$ cat src/rtl/ws2812_rx_pkg.sv
// Shared WS2812B timing constants, GRB field offsets and receiver state type.
package ws2812_rx_pkg;

  localparam int T0H              = 20;
  localparam int T1H              = 40;
  localparam int TBIT             = 62;
  localparam int DEF_RESET_CYCLES = 2500;
  localparam int CNT_W            = 12;

  localparam int G_OFS = 16;
  localparam int R_OFS = 8;
  localparam int B_OFS = 0;

  typedef enum logic [1:0] {
    ST_HUNT,
    ST_IDLE,
    ST_HIGH,
    ST_LOW
  } state_e;

  function automatic logic [CNT_W-1:0] sat_inc(input logic [CNT_W-1:0] v);
    return (&v) ? v : v + CNT_W'(1);
  endfunction

endpackage

$ cat src/rtl/ws2812_in_sync.sv
// Two-flop synchroniser for the asynchronous data pin, plus a previous-sample
// flop so rise/fall pulses are one cycle wide and aligned with level_o.
module ws2812_in_sync (
  input  logic clk_i,
  input  logic rst_i,
  input  logic din_i,
  output logic level_o,
  output logic rise_o,
  output logic fall_o
);

  // [0],[1] synchroniser stages, [2] previous synchronised sample
  logic [2:0] pipe_q;

  always_ff @(posedge clk_i or posedge rst_i) begin
    if (rst_i) begin
      pipe_q <= '0;
    end else begin
      pipe_q <= {pipe_q[1:0], din_i};
    end
  end

  assign level_o = pipe_q[1];
  assign rise_o  = pipe_q[1] & ~pipe_q[2];
  assign fall_o  = ~pipe_q[1] & pipe_q[2];

endmodule

$ cat src/rtl/ws2812_rx.sv
// WS2812B receiver: measures high-pulse widths to decode GRB bits into pixels,
// detects frame-reset gaps and latches one addressed pixel per frame.
module ws2812_rx
  import ws2812_rx_pkg::*;
#(
  parameter int RESET_CYCLES = DEF_RESET_CYCLES,
  parameter int THRESH       = (T0H + T1H) / 2,
  parameter int MIN_HIGH     = 8,
  parameter int MAX_HIGH     = TBIT - 2,
  parameter int LATCH_INDEX  = 0,
  parameter int IDX_W        = 10
) (
  input  logic             CLOCK_50,
  input  logic             rst,
  input  logic             din,
  output logic [7:0]       pixel_g,
  output logic [7:0]       pixel_r,
  output logic [7:0]       pixel_b,
  output logic             pixel_valid,
  output logic [IDX_W-1:0] pixel_index,
  output logic             frame_done,
  output logic             bit_error,
  output logic [7:0]       led_g,
  output logic [7:0]       led_r,
  output logic [7:0]       led_b
);

  localparam logic [CNT_W-1:0] RESET_C  = CNT_W'(RESET_CYCLES);
  localparam logic [CNT_W-1:0] THRESH_C = CNT_W'(THRESH);
  localparam logic [CNT_W-1:0] MIN_C    = CNT_W'(MIN_HIGH);
  localparam logic [CNT_W-1:0] MAX_C    = CNT_W'(MAX_HIGH);
  localparam logic [IDX_W-1:0] LATCH_C  = IDX_W'(LATCH_INDEX);

  logic level, rise, fall;

  ws2812_in_sync u_sync (
    .clk_i   (CLOCK_50),
    .rst_i   (rst),
    .din_i   (din),
    .level_o (level),
    .rise_o  (rise),
    .fall_o  (fall)
  );

  state_e           state_q;
  logic [CNT_W-1:0] hcnt_q, lcnt_q;
  logic [4:0]       bit_cnt_q;
  logic [22:0]      sr_q;
  logic [IDX_W-1:0] idx_q;
  logic [23:0]      shadow_q;
  logic             shadow_ok_q;

  logic        bit_d;
  logic [23:0] sr_d;

  // The width is complete on the fall cycle: hcnt_q then equals high samples seen.
  assign bit_d = (hcnt_q >= THRESH_C);
  assign sr_d  = {sr_q, bit_d};

  always_ff @(posedge CLOCK_50 or posedge rst) begin
    if (rst) begin
      state_q     <= ST_HUNT;
      hcnt_q      <= '0;
      lcnt_q      <= '0;
      bit_cnt_q   <= '0;
      sr_q        <= '0;
      idx_q       <= '0;
      shadow_q    <= '0;
      shadow_ok_q <= 1'b0;
      pixel_g     <= '0;
      pixel_r     <= '0;
      pixel_b     <= '0;
      pixel_valid <= 1'b0;
      pixel_index <= '0;
      frame_done  <= 1'b0;
      bit_error   <= 1'b0;
      led_g       <= '0;
      led_r       <= '0;
      led_b       <= '0;
    end else begin
      pixel_valid <= 1'b0;
      frame_done  <= 1'b0;
      bit_error   <= 1'b0;
      case (state_q)
        ST_HUNT: begin
          lcnt_q <= level ? '0 : sat_inc(lcnt_q);
          if (!level && lcnt_q >= RESET_C) begin
            state_q     <= ST_IDLE;
            bit_cnt_q   <= '0;
            idx_q       <= '0;
            shadow_ok_q <= 1'b0;
          end
        end
        ST_IDLE: begin
          if (rise) begin
            state_q <= ST_HIGH;
            hcnt_q  <= CNT_W'(1);
          end
        end
        ST_HIGH: begin
          if (fall) begin
            if (hcnt_q < MIN_C) begin
              bit_error <= 1'b1;
              lcnt_q    <= '0;
              state_q   <= ST_HUNT;
            end else begin
              sr_q    <= sr_d[22:0];
              lcnt_q  <= CNT_W'(1);
              state_q <= ST_LOW;
              if (bit_cnt_q == 5'd23) begin
                bit_cnt_q   <= '0;
                pixel_valid <= 1'b1;
                pixel_g     <= sr_d[G_OFS +: 8];
                pixel_r     <= sr_d[R_OFS +: 8];
                pixel_b     <= sr_d[B_OFS +: 8];
                pixel_index <= idx_q;
                if (!(&idx_q)) idx_q <= idx_q + IDX_W'(1);
                if (idx_q == LATCH_C) begin
                  shadow_q    <= sr_d;
                  shadow_ok_q <= 1'b1;
                end
              end else begin
                bit_cnt_q <= bit_cnt_q + 5'd1;
              end
            end
          end else if (hcnt_q >= MAX_C) begin
            bit_error <= 1'b1;
            lcnt_q    <= '0;
            state_q   <= ST_HUNT;
          end else begin
            hcnt_q <= sat_inc(hcnt_q);
          end
        end
        ST_LOW: begin
          if (rise) begin
            state_q <= ST_HIGH;
            hcnt_q  <= CNT_W'(1);
          end else if (lcnt_q >= RESET_C) begin
            // Frame ends here; a partial pixel is dropped but still flagged.
            frame_done  <= 1'b1;
            bit_error   <= (bit_cnt_q != 5'd0);
            if (shadow_ok_q) begin
              led_g <= shadow_q[G_OFS +: 8];
              led_r <= shadow_q[R_OFS +: 8];
              led_b <= shadow_q[B_OFS +: 8];
            end
            shadow_ok_q <= 1'b0;
            bit_cnt_q   <= '0;
            idx_q       <= '0;
            state_q     <= ST_IDLE;
          end else begin
            lcnt_q <= sat_inc(lcnt_q);
          end
        end
        default: state_q <= ST_HUNT;
      endcase
    end
  end

endmodule

$ cat config.mk
export PLATFORM = sky130hd
export DESIGN_NAME = ws2812_rx
export DESIGN_NICKNAME = d
export VERILOG_FILES = /design/src/rtl/ws2812_rx_pkg.sv /design/src/rtl/ws2812_in_sync.sv /design/src/rtl/ws2812_rx.sv
export SDC_FILE = /design/constraint.sdc
export NUM_CORES = 1
export LEC_CHECK = 0
export BUFFER_PORTS_ARGS = -buffer_cell sky130_fd_sc_hd__buf_2
export CAP_MARGIN = 20
export CORE_MARGIN = 1
export CORE_UTILIZATION = 55
export DETAILED_ROUTE_END_ITERATION = 8
export PLACE_DENSITY = 0.78
export SLEW_MARGIN = 0
export SYNTH_ARGS = -nofsm -noshare
export SYNTH_HDL_FRONTEND = slang
export SYNTH_SLANG_ARGS = --single-unit
$ cat constraint.sdc
create_clock -name CLOCK_50 -period 8.6 [get_ports CLOCK_50]
set_input_delay 0 -clock CLOCK_50 [delete_from_list [all_inputs] [get_ports CLOCK_50]]
set_output_delay 0 -clock CLOCK_50 [all_outputs]
set_load 0.005 [all_outputs]
==> flow_summary.toml <==
[pwr]
power.leakage_nw = 4.01
p_int_mw = 1.23
switching_share_pct = 20.9
pwr_density_cell_mw_per_mm2 = 200
seqPwrFrac_pct = 46.8
comb_power_share_pct = 1.6
net-switching-power_mw = 0.324
vdd_ir_drop_max_mv = 0.134
clkPwrFrac_pct = 51.7

[logic_synthesis]
yosysUniqueCellTypes = 54
synth_seq_area_share_pct = 57.6
syn_nets = 592
synth_common_cells = "dfrtp_1, nand2_1, mux2_2"
ys.flop_type = "dfrtp_1"
ys_warn_count = 0
synthCells = 580
synth_top_area_cell = "dfrtp_1"
synth-async-reset-ratio_pct = 100
ys_top_cells_by_area = "dfrtp_1, mux2_2, nand2_1"
synth_area_per_cell_sq_um = 11.5
synth.most_common_cell = "dfrtp_1"
synth-seq-cells = 153
synth_edf_count = 0
synth_top_area_share_pct = 57.6
synthesis.area_sq_mm = 0.00665

[detailed_routing]
wl_microns = 13300
via_per_inst = 5.76
drt-pass1-iter-count = 8
antenna_left = 0
post_drt_wl_per_cell_microns = 16.6
drtIter0Drc = 282
drc = 8
vias = 4612

[sta]
setup_slack_ns = 5.85
fmax_ghz = 0.364
skew_ns = 0.00898
period_needed_ns = 2.75
setup_viol = 0
drv_slew = 0
slew_headroom_pct = 32.3
min_period_over_period_pct = 32.0
worst_slew_pin_slew_ns = 1.01
hold_viol_final = 0
rsz0062_at_grt = "no"
tns_ns = 0

[placed_design]
place.gp.congestion = 0.867
pre_cts_slack_ns = 5.83
portBuffers = 63
hpwl_microns = 8300

[floorplan]
die_y_microns = 112
start_util_pct = 57.3
coreArea_sq_mm = 0.0116
dieArea_sq_mm = 0.0125
num_rows = 39
die_w_microns = 112
ios = 64

[critical_path]
required_ns = 8.90
r2r_slack_ns = 5.85
reg2reg_depth = 4
startpoint = "hcnt_q[11]"
reg2reg_to = "pixel_r[4]"
critPathMaxFanout = 39
path_class = "reg2reg"
critPathLaunchType = "flop"
reg2reg_from = "hcnt_q[11]"
crit_path_end_kind = "flop"
crit_arrival_ns = 3.05

[global_route]
grt_pass1_wl_microns = 22400
grt_max_degree = 84
gr-total-overflow = 0
grtUsageTotal_pct = 23.0
antenna_found_initial = 0
grt_pass1_vias = 4500

[clock_tree]
clk_pin_slew_ns = 0.06
cts_max_path_buffers = 2
cts_setup_buffers = 0
cts_resized = 0
htree_levels = 4
tritoncts = "built"
cts_sinks = 153
cts_root_buffer = "clkbuf_16"
insertion_delay_ns = 0.43
cts_buffers = 17

[layout]
drive_gt1_share_pct = 29.5
fin_util_pct = 66.8
layout.nets = 657
area.growth.synth_to_final_pct = 16.6
diodes = 0

[outcome]
violations = "design-rule violations"
status = "finished with violations"

[hold_path]
hold_class = "in2reg"
hold_end = "u_sync.pipe_q[0]"
min_from = "din"
hold-path-cell-count = 2

[run]
max-cap-violations = 0
## layout make-up
cell class                      count  area, sq um
Clock buffer                       20          447
Clock inverter                     12          189
Fill cell                         852         3860
Inverter                           16         65.1
Multi-Input combinational cell    387         2630
Sequential cell                   153         3830
Tap cell                          143          179
Timing Repair Buffer               70          413
## how the worst max path moves through the flow
| stage | end | slack, ns |
|---|---|---|
| final | pixel_r[4] | 5.85 |
| after floorplan | bit_cnt_q[0] | 4.48 |
| after global routing | pixel_index[9] | 5.73 |
| after global placement | shadow_ok_q | 5.84 |
| after CTS | pixel_r[4] | 5.81 |
| after detailed placement | pixel_g[1] | 5.83 |
## per-stage QoR
step / area, sq um / std cells / power [mW] / hold WS (ns)
final: 7750 / 801 / 1.55 / 0.220
after global routing: 7750 / 801 / 1.60 / 0.211
after CTS: 7700 / 799 / 1.56 / 0.210
after detailed placement: 7040 / 765 / 0.761 / 0.111
after global placement: 7040 / 765 / 0.760 / 0.109
after floorplan: 6650 / 580 / 0.753 / 0.0314
## cell usage in the layout (no fill, tap or decap), drive strengths merged, types with 2 or more instances in the layout
master,netlist,layout
dfrtp,153,153
nand2,96,96
mux2,77,77
buf,13,68
o21ai,39,39
a21oi,26,26
nor2,22,22
nand3,21,21
clkbuf,11,20
inv,16,19
nand4,12,12
nor3,11,11
and2,10,10
ha,9,9
and3,8,8
nor4,5,5
o31ai,5,5
nand2b,4,4
clkinv,0,4
bufinv,0,4
or4,4,4
or3,3,3
and4,3,3
a41oi,3,3
a2bb2oi,3,3
a31oi,3,3
nor2b,2,2
nand4b,2,2
o2111ai,2,2
o41ai,2,2
xor2,2,2
dlygate4sd3,0,2
a22oi,2,2
## routing by layer
layer / up-vias / global-route usage, % / share of wire (%)
met3: 16 / 5.61 / 4.3
met5: - / 0 / 0
li1: 2178 / - / -
met4: 0 / 8.71 / 1.2
met1: 2315 / 31.5 / 46
met2: 103 / 35.7 / 48
## power groups by stage
stage	clock network, mW	registers, mW	logic, mW
4_1_cts	0.811	0.724	0.0240
5_1_grt	0.843	0.724	0.0288
3_5_place_dp	0	0.737	0.0233
2_1_floorplan	0	0.737	0.0166
6_report	0.800	0.724	0.0246
3_3_place_gp	0	0.737	0.0224
## kinds of logic (layout without fill, tap and decap cells)
kind of cell | after synthesis | count (layout) | share of synthesized area [%]
AND/OR/NAND/NOR | 208 | 208 | 15.5
flip-flops | 153 | 153 | 57.6
AO/OA/AOI/OAI | 89 | 89 | 8.62
multiplexers | 78 | 78 | 13.2
buffers and inverters | 40 | 118 | 3.01
adder cells (fa/ha/maj) | 9 | 9 | 1.69
XOR/XNOR | 3 | 3 | 0.395
## registers in the layout, summed over array words and instances (netlist names), 10 cells and up
name / count
sr_q: 23
hcnt_q: 12
lcnt_q: 12
shadow_q: 24
idx_q: 10
pixel_index: 10
## repair_timing
| action | 4_1_cts | 5_1_grt |
|---|---|---|
| setup endpoints to repair | 0 | 0 |
| hold endpoints to repair | 71 | 0 |
| hold buffers | 2 | 0 |
## worst max-delay path, stage by stage (launching register included)
cell and delay (ns):
dfrtp_1 0.40, or4_4 0.57, or4_4 0.54, nand3_2 0.67, mux2_2 0.43
No activity file was read; power rests on OpenSTA's default activity.
